File: config.mk
export PLATFORM = sky130hd
export DESIGN_NAME = stream_nasti_burst_writer_flat
export DESIGN_NICKNAME = d
export VERILOG_FILES = /design/src/rtl/stream_nasti_burst_writer_if.sv /design/src/rtl/stream_nasti_burst_writer.sv /design/src/flat_wrapper.sv
export SDC_FILE = /design/constraint.sdc
export NUM_CORES = 1
export LEC_CHECK = 0
export CORE_AREA = 8 8 251 253
export CTS_CLUSTER_DIAMETER = 200
export DETAILED_ROUTE_END_ITERATION = 8
export DIE_AREA = 0 0 259 261
export PLACE_DENSITY_LB_ADDON = 0.3
export SLEW_MARGIN = 10
export SYNTH_ARGS = -nofsm -noshare
export SYNTH_HDL_FRONTEND = slang
export SYNTH_SLANG_ARGS = --single-unit
export TNS_END_PERCENT = 20
File: constraint.sdc
create_clock -name aclk -period 32.4 [get_ports aclk]
set_input_delay 9.72 -clock aclk [delete_from_list [all_inputs] [get_ports aclk]]
set_output_delay 9.72 -clock aclk [all_outputs]
set_load 0.02 [all_outputs]
File: src/rtl/stream_nasti_burst_writer_if.sv
// Stream packet channel and NASTI memory channel used by the stream-to-memory
// burst writer.
interface nasti_stream_channel #(
    parameter int DATA_WIDTH = 64
);
    logic                      t_valid;
    logic                      t_ready;
    logic [DATA_WIDTH-1:0]     t_data;
    logic [DATA_WIDTH/8-1:0]   t_strb;
    logic [DATA_WIDTH/8-1:0]   t_keep;
    logic                      t_last;

    modport master (output t_valid, t_data, t_strb, t_keep, t_last, input t_ready);
    modport slave  (input t_valid, t_data, t_strb, t_keep, t_last, output t_ready);
endinterface

interface nasti_channel #(
    parameter int ADDR_WIDTH = 64,
    parameter int DATA_WIDTH = 64,
    parameter int ID_WIDTH   = 1,
    parameter int USER_WIDTH = 1
);
    logic [ID_WIDTH-1:0]     aw_id;
    logic [ADDR_WIDTH-1:0]   aw_addr;
    logic [7:0]              aw_len;
    logic [2:0]              aw_size;
    logic [1:0]              aw_burst;
    logic                    aw_lock;
    logic [3:0]              aw_cache;
    logic [2:0]              aw_prot;
    logic [3:0]              aw_qos;
    logic [3:0]              aw_region;
    logic [USER_WIDTH-1:0]   aw_user;
    logic                    aw_valid;
    logic                    aw_ready;

    logic [DATA_WIDTH-1:0]   w_data;
    logic [DATA_WIDTH/8-1:0] w_strb;
    logic                    w_last;
    logic [USER_WIDTH-1:0]   w_user;
    logic                    w_valid;
    logic                    w_ready;

    logic [ID_WIDTH-1:0]     b_id;
    logic [1:0]              b_resp;
    logic [USER_WIDTH-1:0]   b_user;
    logic                    b_valid;
    logic                    b_ready;

    logic [ID_WIDTH-1:0]     ar_id;
    logic [ADDR_WIDTH-1:0]   ar_addr;
    logic [7:0]              ar_len;
    logic [2:0]              ar_size;
    logic [1:0]              ar_burst;
    logic                    ar_lock;
    logic [3:0]              ar_cache;
    logic [2:0]              ar_prot;
    logic [3:0]              ar_qos;
    logic [3:0]              ar_region;
    logic [USER_WIDTH-1:0]   ar_user;
    logic                    ar_valid;
    logic                    ar_ready;

    logic [ID_WIDTH-1:0]     r_id;
    logic [DATA_WIDTH-1:0]   r_data;
    logic [1:0]              r_resp;
    logic                    r_last;
    logic [USER_WIDTH-1:0]   r_user;
    logic                    r_valid;
    logic                    r_ready;

    modport master (
        output aw_id, aw_addr, aw_len, aw_size, aw_burst, aw_lock, aw_cache, aw_prot,
               aw_qos, aw_region, aw_user, aw_valid,
        input  aw_ready,
        output w_data, w_strb, w_last, w_user, w_valid,
        input  w_ready,
        input  b_id, b_resp, b_user, b_valid,
        output b_ready,
        output ar_id, ar_addr, ar_len, ar_size, ar_burst, ar_lock, ar_cache, ar_prot,
               ar_qos, ar_region, ar_user, ar_valid,
        input  ar_ready,
        input  r_id, r_data, r_resp, r_last, r_user, r_valid,
        output r_ready
    );
    modport slave (
        input  aw_id, aw_addr, aw_len, aw_size, aw_burst, aw_lock, aw_cache, aw_prot,
               aw_qos, aw_region, aw_user, aw_valid,
        output aw_ready,
        input  w_data, w_strb, w_last, w_user, w_valid,
        output w_ready,
        output b_id, b_resp, b_user, b_valid,
        input  b_ready,
        input  ar_id, ar_addr, ar_len, ar_size, ar_burst, ar_lock, ar_cache, ar_prot,
               ar_qos, ar_region, ar_user, ar_valid,
        output ar_ready,
        output r_id, r_data, r_resp, r_last, r_user, r_valid,
        input  r_ready
    );
endinterface

File: src/rtl/stream_nasti_burst_writer.sv
// Stream-to-memory write engine: buffers up to one burst of packet beats, then
// writes it with a single AW/W/B exchange, repeating until the packet or limit ends.
module stream_nasti_burst_writer #(
    parameter int ADDR_WIDTH       = 64,
    parameter int DATA_WIDTH       = 64,
    parameter int MAX_BURST_LENGTH = 8,
    parameter int LEN_WIDTH        = 32
) (
    input  logic                  aclk,
    input  logic                  aresetn,
    nasti_stream_channel.slave    src,
    nasti_channel.master          dest,
    input  logic [ADDR_WIDTH-1:0] r_dest,
    input  logic [LEN_WIDTH-1:0]  r_max_beats,
    input  logic                  r_valid,
    output logic                  r_ready,
    output logic [LEN_WIDTH-1:0]  c_beats,
    output logic                  c_err,
    output logic                  c_overflow,
    output logic                  c_valid,
    input  logic                  c_ready
);
    localparam int BYTES = DATA_WIDTH / 8;
    localparam int OFF   = $clog2(BYTES);
    localparam int FW    = $clog2(MAX_BURST_LENGTH) + 1;
    localparam int IW    = (MAX_BURST_LENGTH > 1) ? $clog2(MAX_BURST_LENGTH) : 1;

    typedef enum logic [2:0] {S_IDLE, S_FILL, S_ADDR, S_DATA, S_RESP, S_DRAIN, S_DONE} state_t;

    state_t                 state, state_n;
    logic [ADDR_WIDTH-1:0]  addr;
    logic [LEN_WIDTH-1:0]   limit, count;
    logic                   err, ovf, last_seen;
    logic [FW-1:0]          fill, widx, cap, fill_inc;
    logic [MAX_BURST_LENGTH-1:0][DATA_WIDTH-1:0] beat_data;
    logic [MAX_BURST_LENGTH-1:0][BYTES-1:0]      beat_strb;

    logic t_ready_c, aw_valid_c, w_valid_c, b_ready_c;
    logic t_fire, keep_nz;
    logic [12:0]          to_4k;
    logic [LEN_WIDTH-1:0] remain;

    assign t_fire   = src.t_valid && t_ready_c;
    assign keep_nz  = |src.t_keep;
    assign fill_inc = fill + FW'(t_fire && keep_nz);
    assign to_4k    = (13'h1000 - {1'b0, addr[11:0]}) >> OFF;
    assign remain   = limit - count;

    // Burst size is bounded by the buffer, the next 4KB page and the beat limit.
    always_comb begin
        cap = FW'(MAX_BURST_LENGTH);
        if (to_4k < 13'(MAX_BURST_LENGTH))
            cap = to_4k[FW-1:0];
        if (limit != '0 && remain < LEN_WIDTH'(cap))
            cap = remain[FW-1:0];
    end

    always_comb begin
        state_n    = state;
        r_ready    = 1'b0;
        t_ready_c  = 1'b0;
        aw_valid_c = 1'b0;
        w_valid_c  = 1'b0;
        b_ready_c  = 1'b0;
        c_valid    = 1'b0;
        case (state)
            S_IDLE: begin
                r_ready = 1'b1;
                if (r_valid) state_n = S_FILL;
            end
            S_FILL: begin
                t_ready_c = (fill < cap);
                if ((t_fire && src.t_last) || fill_inc == cap)
                    state_n = (fill_inc == '0) ? S_DONE : S_ADDR;
            end
            S_ADDR: begin
                aw_valid_c = 1'b1;
                if (dest.aw_ready) state_n = S_DATA;
            end
            S_DATA: begin
                w_valid_c = 1'b1;
                if (dest.w_ready && dest.w_last) state_n = S_RESP;
            end
            S_RESP: begin
                b_ready_c = 1'b1;
                if (dest.b_valid) begin
                    if (last_seen)
                        state_n = S_DONE;
                    else if (limit != '0 && count + LEN_WIDTH'(fill) == limit)
                        state_n = S_DRAIN;
                    else
                        state_n = S_FILL;
                end
            end
            S_DRAIN: begin
                t_ready_c = 1'b1;
                if (t_fire && src.t_last) state_n = S_DONE;
            end
            S_DONE: begin
                c_valid = 1'b1;
                if (c_ready) state_n = S_IDLE;
            end
            default: state_n = S_IDLE;
        endcase
    end

    always_ff @(posedge aclk or negedge aresetn) begin
        if (!aresetn) begin
            state     <= S_IDLE;
            addr      <= '0;
            limit     <= '0;
            count     <= '0;
            err       <= 1'b0;
            ovf       <= 1'b0;
            last_seen <= 1'b0;
            fill      <= '0;
            widx      <= '0;
        end else begin
            state <= state_n;
            case (state)
                S_IDLE: if (r_valid) begin
                    addr      <= r_dest & ~ADDR_WIDTH'(BYTES - 1);
                    limit     <= r_max_beats;
                    count     <= '0;
                    err       <= 1'b0;
                    ovf       <= 1'b0;
                    last_seen <= 1'b0;
                    fill      <= '0;
                    widx      <= '0;
                end
                S_FILL: if (t_fire) begin
                    fill <= fill_inc;
                    if (src.t_last) last_seen <= 1'b1;
                end
                S_DATA: if (dest.w_ready && !dest.w_last) widx <= widx + FW'(1);
                S_RESP: if (dest.b_valid) begin
                    err   <= err | (dest.b_resp != 2'b00);
                    count <= count + LEN_WIDTH'(fill);
                    addr  <= addr + (ADDR_WIDTH'(fill) << OFF);
                    fill  <= '0;
                    widx  <= '0;
                end
                S_DRAIN: if (t_fire && keep_nz) ovf <= 1'b1;
                default: ;
            endcase
        end
    end

    // Null beats (t_keep==0) never occupy a buffer slot.
    always_ff @(posedge aclk) begin
        if (state == S_FILL && t_fire && keep_nz) begin
            beat_data[fill[IW-1:0]] <= src.t_data;
            beat_strb[fill[IW-1:0]] <= src.t_strb & src.t_keep;
        end
    end

    always_ff @(posedge aclk) begin
        if (aresetn && r_valid && r_ready)
            assert ((r_dest & ADDR_WIDTH'(BYTES - 1)) == '0);
    end

    assign src.t_ready    = t_ready_c;
    assign c_beats        = count;
    assign c_err          = err;
    assign c_overflow     = ovf;

    assign dest.aw_id     = '0;
    assign dest.aw_addr   = addr;
    assign dest.aw_len    = 8'(fill - FW'(1));
    assign dest.aw_size   = 3'(OFF);
    assign dest.aw_burst  = 2'b01;
    assign dest.aw_lock   = 1'b0;
    assign dest.aw_cache  = '0;
    assign dest.aw_prot   = '0;
    assign dest.aw_qos    = '0;
    assign dest.aw_region = '0;
    assign dest.aw_user   = '0;
    assign dest.aw_valid  = aw_valid_c;

    assign dest.w_data    = beat_data[widx[IW-1:0]];
    assign dest.w_strb    = beat_strb[widx[IW-1:0]];
    assign dest.w_last    = (widx == fill - FW'(1));
    assign dest.w_user    = '0;
    assign dest.w_valid   = w_valid_c;
    assign dest.b_ready   = b_ready_c;

    assign dest.ar_id     = '0;
    assign dest.ar_addr   = '0;
    assign dest.ar_len    = '0;
    assign dest.ar_size   = '0;
    assign dest.ar_burst  = '0;
    assign dest.ar_lock   = 1'b0;
    assign dest.ar_cache  = '0;
    assign dest.ar_prot   = '0;
    assign dest.ar_qos    = '0;
    assign dest.ar_region = '0;
    assign dest.ar_user   = '0;
    assign dest.ar_valid  = 1'b0;
    assign dest.r_ready   = 1'b0;

    logic unused_ok;
    assign unused_ok = ^{dest.b_id, dest.b_user, dest.ar_ready, dest.r_id, dest.r_data,
                         dest.r_resp, dest.r_last, dest.r_user, dest.r_valid};
endmodule

File: src/flat_wrapper.sv
// flat-port wrapper written by rule: the top's interface ports become plain ports
module stream_nasti_burst_writer_flat 
#(
    parameter int ADDR_WIDTH       = 64,
    parameter int DATA_WIDTH       = 64,
    parameter int MAX_BURST_LENGTH = 8,
    parameter int LEN_WIDTH        = 32
)
  (aclk, aresetn, r_dest, r_max_beats, r_valid, r_ready, c_beats, c_err, c_overflow, c_valid, c_ready, src_t_valid, src_t_data, src_t_strb, src_t_keep, src_t_last, src_t_ready, dest_aw_id, dest_aw_addr, dest_aw_len, dest_aw_size, dest_aw_burst, dest_aw_lock, dest_aw_cache, dest_aw_prot, dest_aw_qos, dest_aw_region, dest_aw_user, dest_aw_valid, dest_aw_ready, dest_w_data, dest_w_strb, dest_w_last, dest_w_user, dest_w_valid, dest_w_ready, dest_b_id, dest_b_resp, dest_b_user, dest_b_valid, dest_b_ready, dest_ar_id, dest_ar_addr, dest_ar_len, dest_ar_size, dest_ar_burst, dest_ar_lock, dest_ar_cache, dest_ar_prot, dest_ar_qos, dest_ar_region, dest_ar_user, dest_ar_valid, dest_ar_ready, dest_r_id, dest_r_data, dest_r_resp, dest_r_last, dest_r_user, dest_r_valid, dest_r_ready);
  nasti_stream_channel #(.DATA_WIDTH(DATA_WIDTH)) src_i ();
  nasti_channel #(.ADDR_WIDTH(ADDR_WIDTH), .DATA_WIDTH(DATA_WIDTH)) dest_i ();
  input  logic aclk;
  input  logic aresetn;
  input  logic [ADDR_WIDTH-1:0] r_dest;
  input  logic [LEN_WIDTH-1:0] r_max_beats;
  input  logic r_valid;
  output logic r_ready;
  output logic [LEN_WIDTH-1:0] c_beats;
  output logic c_err;
  output logic c_overflow;
  output logic c_valid;
  input  logic c_ready;
  input wire logic [$bits(src_i.t_valid)-1:0] src_t_valid;
  input wire logic [$bits(src_i.t_data)-1:0] src_t_data;
  input wire logic [$bits(src_i.t_strb)-1:0] src_t_strb;
  input wire logic [$bits(src_i.t_keep)-1:0] src_t_keep;
  input wire logic [$bits(src_i.t_last)-1:0] src_t_last;
  output wire logic [$bits(src_i.t_ready)-1:0] src_t_ready;
  output wire logic [$bits(dest_i.aw_id)-1:0] dest_aw_id;
  output wire logic [$bits(dest_i.aw_addr)-1:0] dest_aw_addr;
  output wire logic [$bits(dest_i.aw_len)-1:0] dest_aw_len;
  output wire logic [$bits(dest_i.aw_size)-1:0] dest_aw_size;
  output wire logic [$bits(dest_i.aw_burst)-1:0] dest_aw_burst;
  output wire logic [$bits(dest_i.aw_lock)-1:0] dest_aw_lock;
  output wire logic [$bits(dest_i.aw_cache)-1:0] dest_aw_cache;
  output wire logic [$bits(dest_i.aw_prot)-1:0] dest_aw_prot;
  output wire logic [$bits(dest_i.aw_qos)-1:0] dest_aw_qos;
  output wire logic [$bits(dest_i.aw_region)-1:0] dest_aw_region;
  output wire logic [$bits(dest_i.aw_user)-1:0] dest_aw_user;
  output wire logic [$bits(dest_i.aw_valid)-1:0] dest_aw_valid;
  input wire logic [$bits(dest_i.aw_ready)-1:0] dest_aw_ready;
  output wire logic [$bits(dest_i.w_data)-1:0] dest_w_data;
  output wire logic [$bits(dest_i.w_strb)-1:0] dest_w_strb;
  output wire logic [$bits(dest_i.w_last)-1:0] dest_w_last;
  output wire logic [$bits(dest_i.w_user)-1:0] dest_w_user;
  output wire logic [$bits(dest_i.w_valid)-1:0] dest_w_valid;
  input wire logic [$bits(dest_i.w_ready)-1:0] dest_w_ready;
  input wire logic [$bits(dest_i.b_id)-1:0] dest_b_id;
  input wire logic [$bits(dest_i.b_resp)-1:0] dest_b_resp;
  input wire logic [$bits(dest_i.b_user)-1:0] dest_b_user;
  input wire logic [$bits(dest_i.b_valid)-1:0] dest_b_valid;
  output wire logic [$bits(dest_i.b_ready)-1:0] dest_b_ready;
  output wire logic [$bits(dest_i.ar_id)-1:0] dest_ar_id;
  output wire logic [$bits(dest_i.ar_addr)-1:0] dest_ar_addr;
  output wire logic [$bits(dest_i.ar_len)-1:0] dest_ar_len;
  output wire logic [$bits(dest_i.ar_size)-1:0] dest_ar_size;
  output wire logic [$bits(dest_i.ar_burst)-1:0] dest_ar_burst;
  output wire logic [$bits(dest_i.ar_lock)-1:0] dest_ar_lock;
  output wire logic [$bits(dest_i.ar_cache)-1:0] dest_ar_cache;
  output wire logic [$bits(dest_i.ar_prot)-1:0] dest_ar_prot;
  output wire logic [$bits(dest_i.ar_qos)-1:0] dest_ar_qos;
  output wire logic [$bits(dest_i.ar_region)-1:0] dest_ar_region;
  output wire logic [$bits(dest_i.ar_user)-1:0] dest_ar_user;
  output wire logic [$bits(dest_i.ar_valid)-1:0] dest_ar_valid;
  input wire logic [$bits(dest_i.ar_ready)-1:0] dest_ar_ready;
  input wire logic [$bits(dest_i.r_id)-1:0] dest_r_id;
  input wire logic [$bits(dest_i.r_data)-1:0] dest_r_data;
  input wire logic [$bits(dest_i.r_resp)-1:0] dest_r_resp;
  input wire logic [$bits(dest_i.r_last)-1:0] dest_r_last;
  input wire logic [$bits(dest_i.r_user)-1:0] dest_r_user;
  input wire logic [$bits(dest_i.r_valid)-1:0] dest_r_valid;
  output wire logic [$bits(dest_i.r_ready)-1:0] dest_r_ready;
  assign src_i.t_valid = src_t_valid;
  assign src_i.t_data = src_t_data;
  assign src_i.t_strb = src_t_strb;
  assign src_i.t_keep = src_t_keep;
  assign src_i.t_last = src_t_last;
  assign src_t_ready = src_i.t_ready;
  assign dest_aw_id = dest_i.aw_id;
  assign dest_aw_addr = dest_i.aw_addr;
  assign dest_aw_len = dest_i.aw_len;
  assign dest_aw_size = dest_i.aw_size;
  assign dest_aw_burst = dest_i.aw_burst;
  assign dest_aw_lock = dest_i.aw_lock;
  assign dest_aw_cache = dest_i.aw_cache;
  assign dest_aw_prot = dest_i.aw_prot;
  assign dest_aw_qos = dest_i.aw_qos;
  assign dest_aw_region = dest_i.aw_region;
  assign dest_aw_user = dest_i.aw_user;
  assign dest_aw_valid = dest_i.aw_valid;
  assign dest_i.aw_ready = dest_aw_ready;
  assign dest_w_data = dest_i.w_data;
  assign dest_w_strb = dest_i.w_strb;
  assign dest_w_last = dest_i.w_last;
  assign dest_w_user = dest_i.w_user;
  assign dest_w_valid = dest_i.w_valid;
  assign dest_i.w_ready = dest_w_ready;
  assign dest_i.b_id = dest_b_id;
  assign dest_i.b_resp = dest_b_resp;
  assign dest_i.b_user = dest_b_user;
  assign dest_i.b_valid = dest_b_valid;
  assign dest_b_ready = dest_i.b_ready;
  assign dest_ar_id = dest_i.ar_id;
  assign dest_ar_addr = dest_i.ar_addr;
  assign dest_ar_len = dest_i.ar_len;
  assign dest_ar_size = dest_i.ar_size;
  assign dest_ar_burst = dest_i.ar_burst;
  assign dest_ar_lock = dest_i.ar_lock;
  assign dest_ar_cache = dest_i.ar_cache;
  assign dest_ar_prot = dest_i.ar_prot;
  assign dest_ar_qos = dest_i.ar_qos;
  assign dest_ar_region = dest_i.ar_region;
  assign dest_ar_user = dest_i.ar_user;
  assign dest_ar_valid = dest_i.ar_valid;
  assign dest_i.ar_ready = dest_ar_ready;
  assign dest_i.r_id = dest_r_id;
  assign dest_i.r_data = dest_r_data;
  assign dest_i.r_resp = dest_r_resp;
  assign dest_i.r_last = dest_r_last;
  assign dest_i.r_user = dest_r_user;
  assign dest_i.r_valid = dest_r_valid;
  assign dest_r_ready = dest_i.r_ready;
  stream_nasti_burst_writer #(.ADDR_WIDTH(ADDR_WIDTH), .DATA_WIDTH(DATA_WIDTH), .MAX_BURST_LENGTH(MAX_BURST_LENGTH), .LEN_WIDTH(LEN_WIDTH)) u_core (.aclk(aclk), .aresetn(aresetn), .src(src_i), .dest(dest_i), .r_dest(r_dest), .r_max_beats(r_max_beats), .r_valid(r_valid), .r_ready(r_ready), .c_beats(c_beats), .c_err(c_err), .c_overflow(c_overflow), .c_valid(c_valid), .c_ready(c_ready));
endmodule
==> flow_summary.toml <==
[sta]
fin_worst_skew_ns = 0.02381
relSlewSlack_pct = 29.10
tns_ns = 0
rsz0062_at_grt = "no"
min_period_over_period_pct = 51.13
finalMaxSlewViolations = 0
hold_viol = 0
finalSetupViolations = 0
max_freq_mhz = 60.36
worst_slew_pin_slew_ns = 1.064
fin_ws_ns = 15.83
min_period_ns = 16.57

[critical_path]
rrSetupSlack_ns = 24.57
path_cells = "or3_1 > nor3_1 > a21oi_1 > nor2_1 > nand2_1 > ha_1 > a21oi_1 > o21ai_0 > or4_1 > a2111oi_0 > nand4_1 > nor4_1 > and4_4 > and3_1 > nor2_1 > a21oi_1 > ha_1 > a21oi_1 > nor2b_1 > o21ai_0 > and3_4 > clkdlybuf4s50_1"
r2r_cells = 24
cp_slowest_cell = "clkdlybuf4s50_1"
cp-end-kind = "output port"
slowest_delay_ns = 0.66
rr_startpoint = "u_core.dest.aw_addr[3]"
cp.arrival_ns = 6.85
critPathMaxFanout = 8
crit_buf_inv = 1
crit_type = "reg -> out"
rr_endpoint = "u_core.beat_data[0]"
start_kind = "flip-flop"
required_ns = 22.68
critical_path.top_delay_family = "simple AND/OR/NAND/NOR gates"
crit_top_cell = "a21oi_1"

[worst_hold_path]
hold_path_end = "u_core.c_overflow"
hp-class = "reg -> reg"
hp-start = "u_core.c_overflow"
min_path_cells = 2

[logic_synthesis]
synth_mux_area_share_pct = 12.26
synth_adder_area_share_pct = 2.068
synth.area.top_cells = "edfxtp_1 51%, dfrtp_1 10%, mux4_2 9.6%, nand2_1 3.1%, buf_4 2.9%"
syn-instance-count = 2445
synthDistinctLibCells = 79
synth.most_common_cell = "edfxtp_1"
synth_top_area_share_pct = 51.23
yosysWarnings = 0
syn_area_per_cell_sq_um = 13.81
synth-compound-area-share_pct = 7.853
async_flop_share_pct = 19.44
synth_edf_count = 576
synth.ff_latch_count = 715
synth_xor_area_share_pct = 2.050
synth-simple-area-share_pct = 9.340
synth_common_cells = "576 x edfxtp_1, 278 x nand2_1, 144 x mux4_2"
synth_ff_type = "edfxtp_1"
synth_top_family_by_area = "multiplexers"
synth.yosys.seq_area_share_pct = 61.54
synth_top_area_cell = "edfxtp_1"
syn_area_sq_um = 33760

[clock_tree]
hold_buffers = 0
cts_tree = "yes"
post_cts_resized = 0
clk_path_buf_depth = 3
clock_latency_ns = 0.63
cts_sinks = 715
cts_made_buffers = 74
cts.clk_slew.worst_paths_ns = 0.06
cts_root_buffer = "clkbuf_16"
htreeDepth = 3
post_cts_buffers = 0

[route]
viasPerCell = 6.269
drc = 0
dr.pass1.iters = 8
vias = 22790
drt-total-wl_mm = 96.10
drtAntennaViolNets = 0
initialDrtViolationCount = 1971
wl_per_cell_um = 26.44

[pwr]
switching_share_pct = 36.91
sequentialPowerShare_pct = 37.0
cellLeakagePower_nw = 13.89
p_sw_w = 0.001195
peakVddDrop_mv = 0.06219
clkPwrFrac_pct = 24.8
combPwrFrac_pct = 38.2
p_int_w = 0.002043
fin_total_pwr_w = 0.003237
power_per_cell_area_nw_per_um2 = 80.85

[floorplan]
ios = 566
die_y_um = 261
start_util_pct = 56.89
rows = 90
dieWidth_um = 259
die_area_sq_um = 67600
core_region_area_sq_um = 59340

[placement]
place_area_sq_um = 37750
pre_cts_ws_ns = 16.44
port_buffers = 365
dp_hpwl_mm = 60.69
gp_congestion = 0.9435

[grt]
grt_pass1_vias = 22810
overflow = 0
grt_max_degree = 107
antenna_found_initial = 7
grt_pass1_wl_mm = 143.2
track_usage_pct = 27.73

[finish]
layout.nets = 3108
drive_gt1_share_pct = 13.52
fin_area_sq_um = 40040
area_growth_pct = 18.61

[job]
cap_violations = 0

[status]
status = "complete, no violations"
## cell families after synthesis
family | count (synthesis)
flip-flops | 715
AND/OR/NAND/NOR | 655
AO/OA/AOI/OAI | 409
buffers and inverters | 307
multiplexers | 224
XOR/XNOR | 79
adder cells (fa/ha/maj) | 54
other | 2
## power by group through the flow
stage	logic (W)	clock network [W]	registers, W
2_1_floorplan	0.000770	0	0.00121
3_3_place_gp	0.00121	0	0.00120
3_5_place_dp	0.00122	0	0.00121
4_1_cts	0.00123	0.000815	0.00119
5_1_grt	0.00133	0.000851	0.00121
6_report	0.00124	0.000803	0.00120
## sequential cells by signal, indices dropped and copies added (netlist names)
signal               count
u_core.beat_data       512
u_core.beat_strb        64
u_core.c_beats          32
u_core.c_err             1
u_core.c_overflow        1
u_core.dest.aw_addr     61
u_core.fill              4
u_core.last_seen         1
u_core.limit            32
u_core.state             3
u_core.widx              4
## cell usage in the layout, fill, tap and decap left out, types with 6 or more instances in the layout
cell type / count
nor4_1: 41
o211a_1: 10
edfxtp_1: 576
mux2i_1: 6
inv_1: 66
nor2_1: 90
and2_1: 19
xor2_1: 28
nand2b_1: 9
xnor2_1: 51
a2111oi_0: 7
or2_2: 7
and4_1: 7
a21oi_1: 95
or3_1: 8
nor2b_1: 11
nor3_1: 52
clkdlybuf4s50_1: 364
nand3_1: 40
clkinv_1: 17
clkbuf_16: 76
o211ai_1: 17
a21o_1: 14
mux2_2: 73
a31oi_1: 16
clkbuf_1: 11
clkinv_2: 12
o2111ai_1: 6
nand2_1: 277
o21ai_0: 127
buf_4: 26
and3_1: 23
conb_1: 124
mux4_2: 144
nand4_1: 38
a221o_1: 25
o22ai_1: 13
o21a_1: 13
dfrtp_1: 136
ha_1: 51
## worst register-to-register path, cell delays in order, from the launching register on
cell,delay (ns)
dfrtp_1,0.47
or3_1,0.42
nor3_1,0.14
a21oi_1,0.06
nor2_1,0.37
nand2_1,0.22
ha_1,0.27
a21oi_1,0.14
o21ai_0,0.09
or4_1,0.48
a2111oi_0,0.46
nand4_1,0.14
nor4_1,0.36
and4_4,0.32
and3_1,0.29
nor2_1,0.08
a21oi_1,0.13
ha_1,0.26
a21oi_1,0.15
nor2b_1,0.05
o21ai_0,0.36
and3_4,0.30
nand3_4,0.18
nor2_4,0.79
buf_4,0.85
## worst max-delay path by stage
| stage | depth (start not counted) | end | slack [ns] | start |
|---|---|---|---|---|
| floorplan | 4 | u_core.beat_data[128] | 14.81 | src_t_keep[0] |
| global placement | 22 | src_t_ready | 16.51 | u_core.dest.aw_addr[3] |
| detailed placement | 22 | src_t_ready | 16.44 | u_core.dest.aw_addr[3] |
| CTS | 22 | src_t_ready | 15.78 | u_core.dest.aw_addr[3] |
| global route | 22 | src_t_ready | 15.22 | u_core.dest.aw_addr[3] |
| finish | 22 | src_t_ready | 15.83 | u_core.dest.aw_addr[3] |
## per-stage QoR
| step | std cells | util (%) | hold slack (ns) |
|---|---|---|---|
| 6_report | 3635 | 67.47 | 0.4808 |
| 5_1_grt | 3634 | 67.47 | 0.5345 |
| 4_1_cts | 3630 | 67.44 | 0.4853 |
| 3_5_place_dp | 3500 | 63.61 | 0.4726 |
| 3_3_place_gp | 3500 | 63.61 | 0.4696 |
| 2_1_floorplan | 2567 | - | 0.4701 |
## per-layer routing
metal	GRT usage (%)	routed length [um]	up-vias
met5	0	34	-
met2	48.18	48870	1293
met1	35.05	35830	11470
li1	-	-	9856
met4	8.999	2795	6
met3	5.240	8578	169
## layout make-up
type,count,area [sq um]
multi-input cells,1545,11870
repair buffers,392,3870
clock buffers,88,1957
clock inverters,42,319.1
inverters,66,247.7
diodes,5,12.51
fillers,4050,19300
flip-flops and latches,715,20790
well taps,782,978.4
Power figures use the tool's default switching activity.
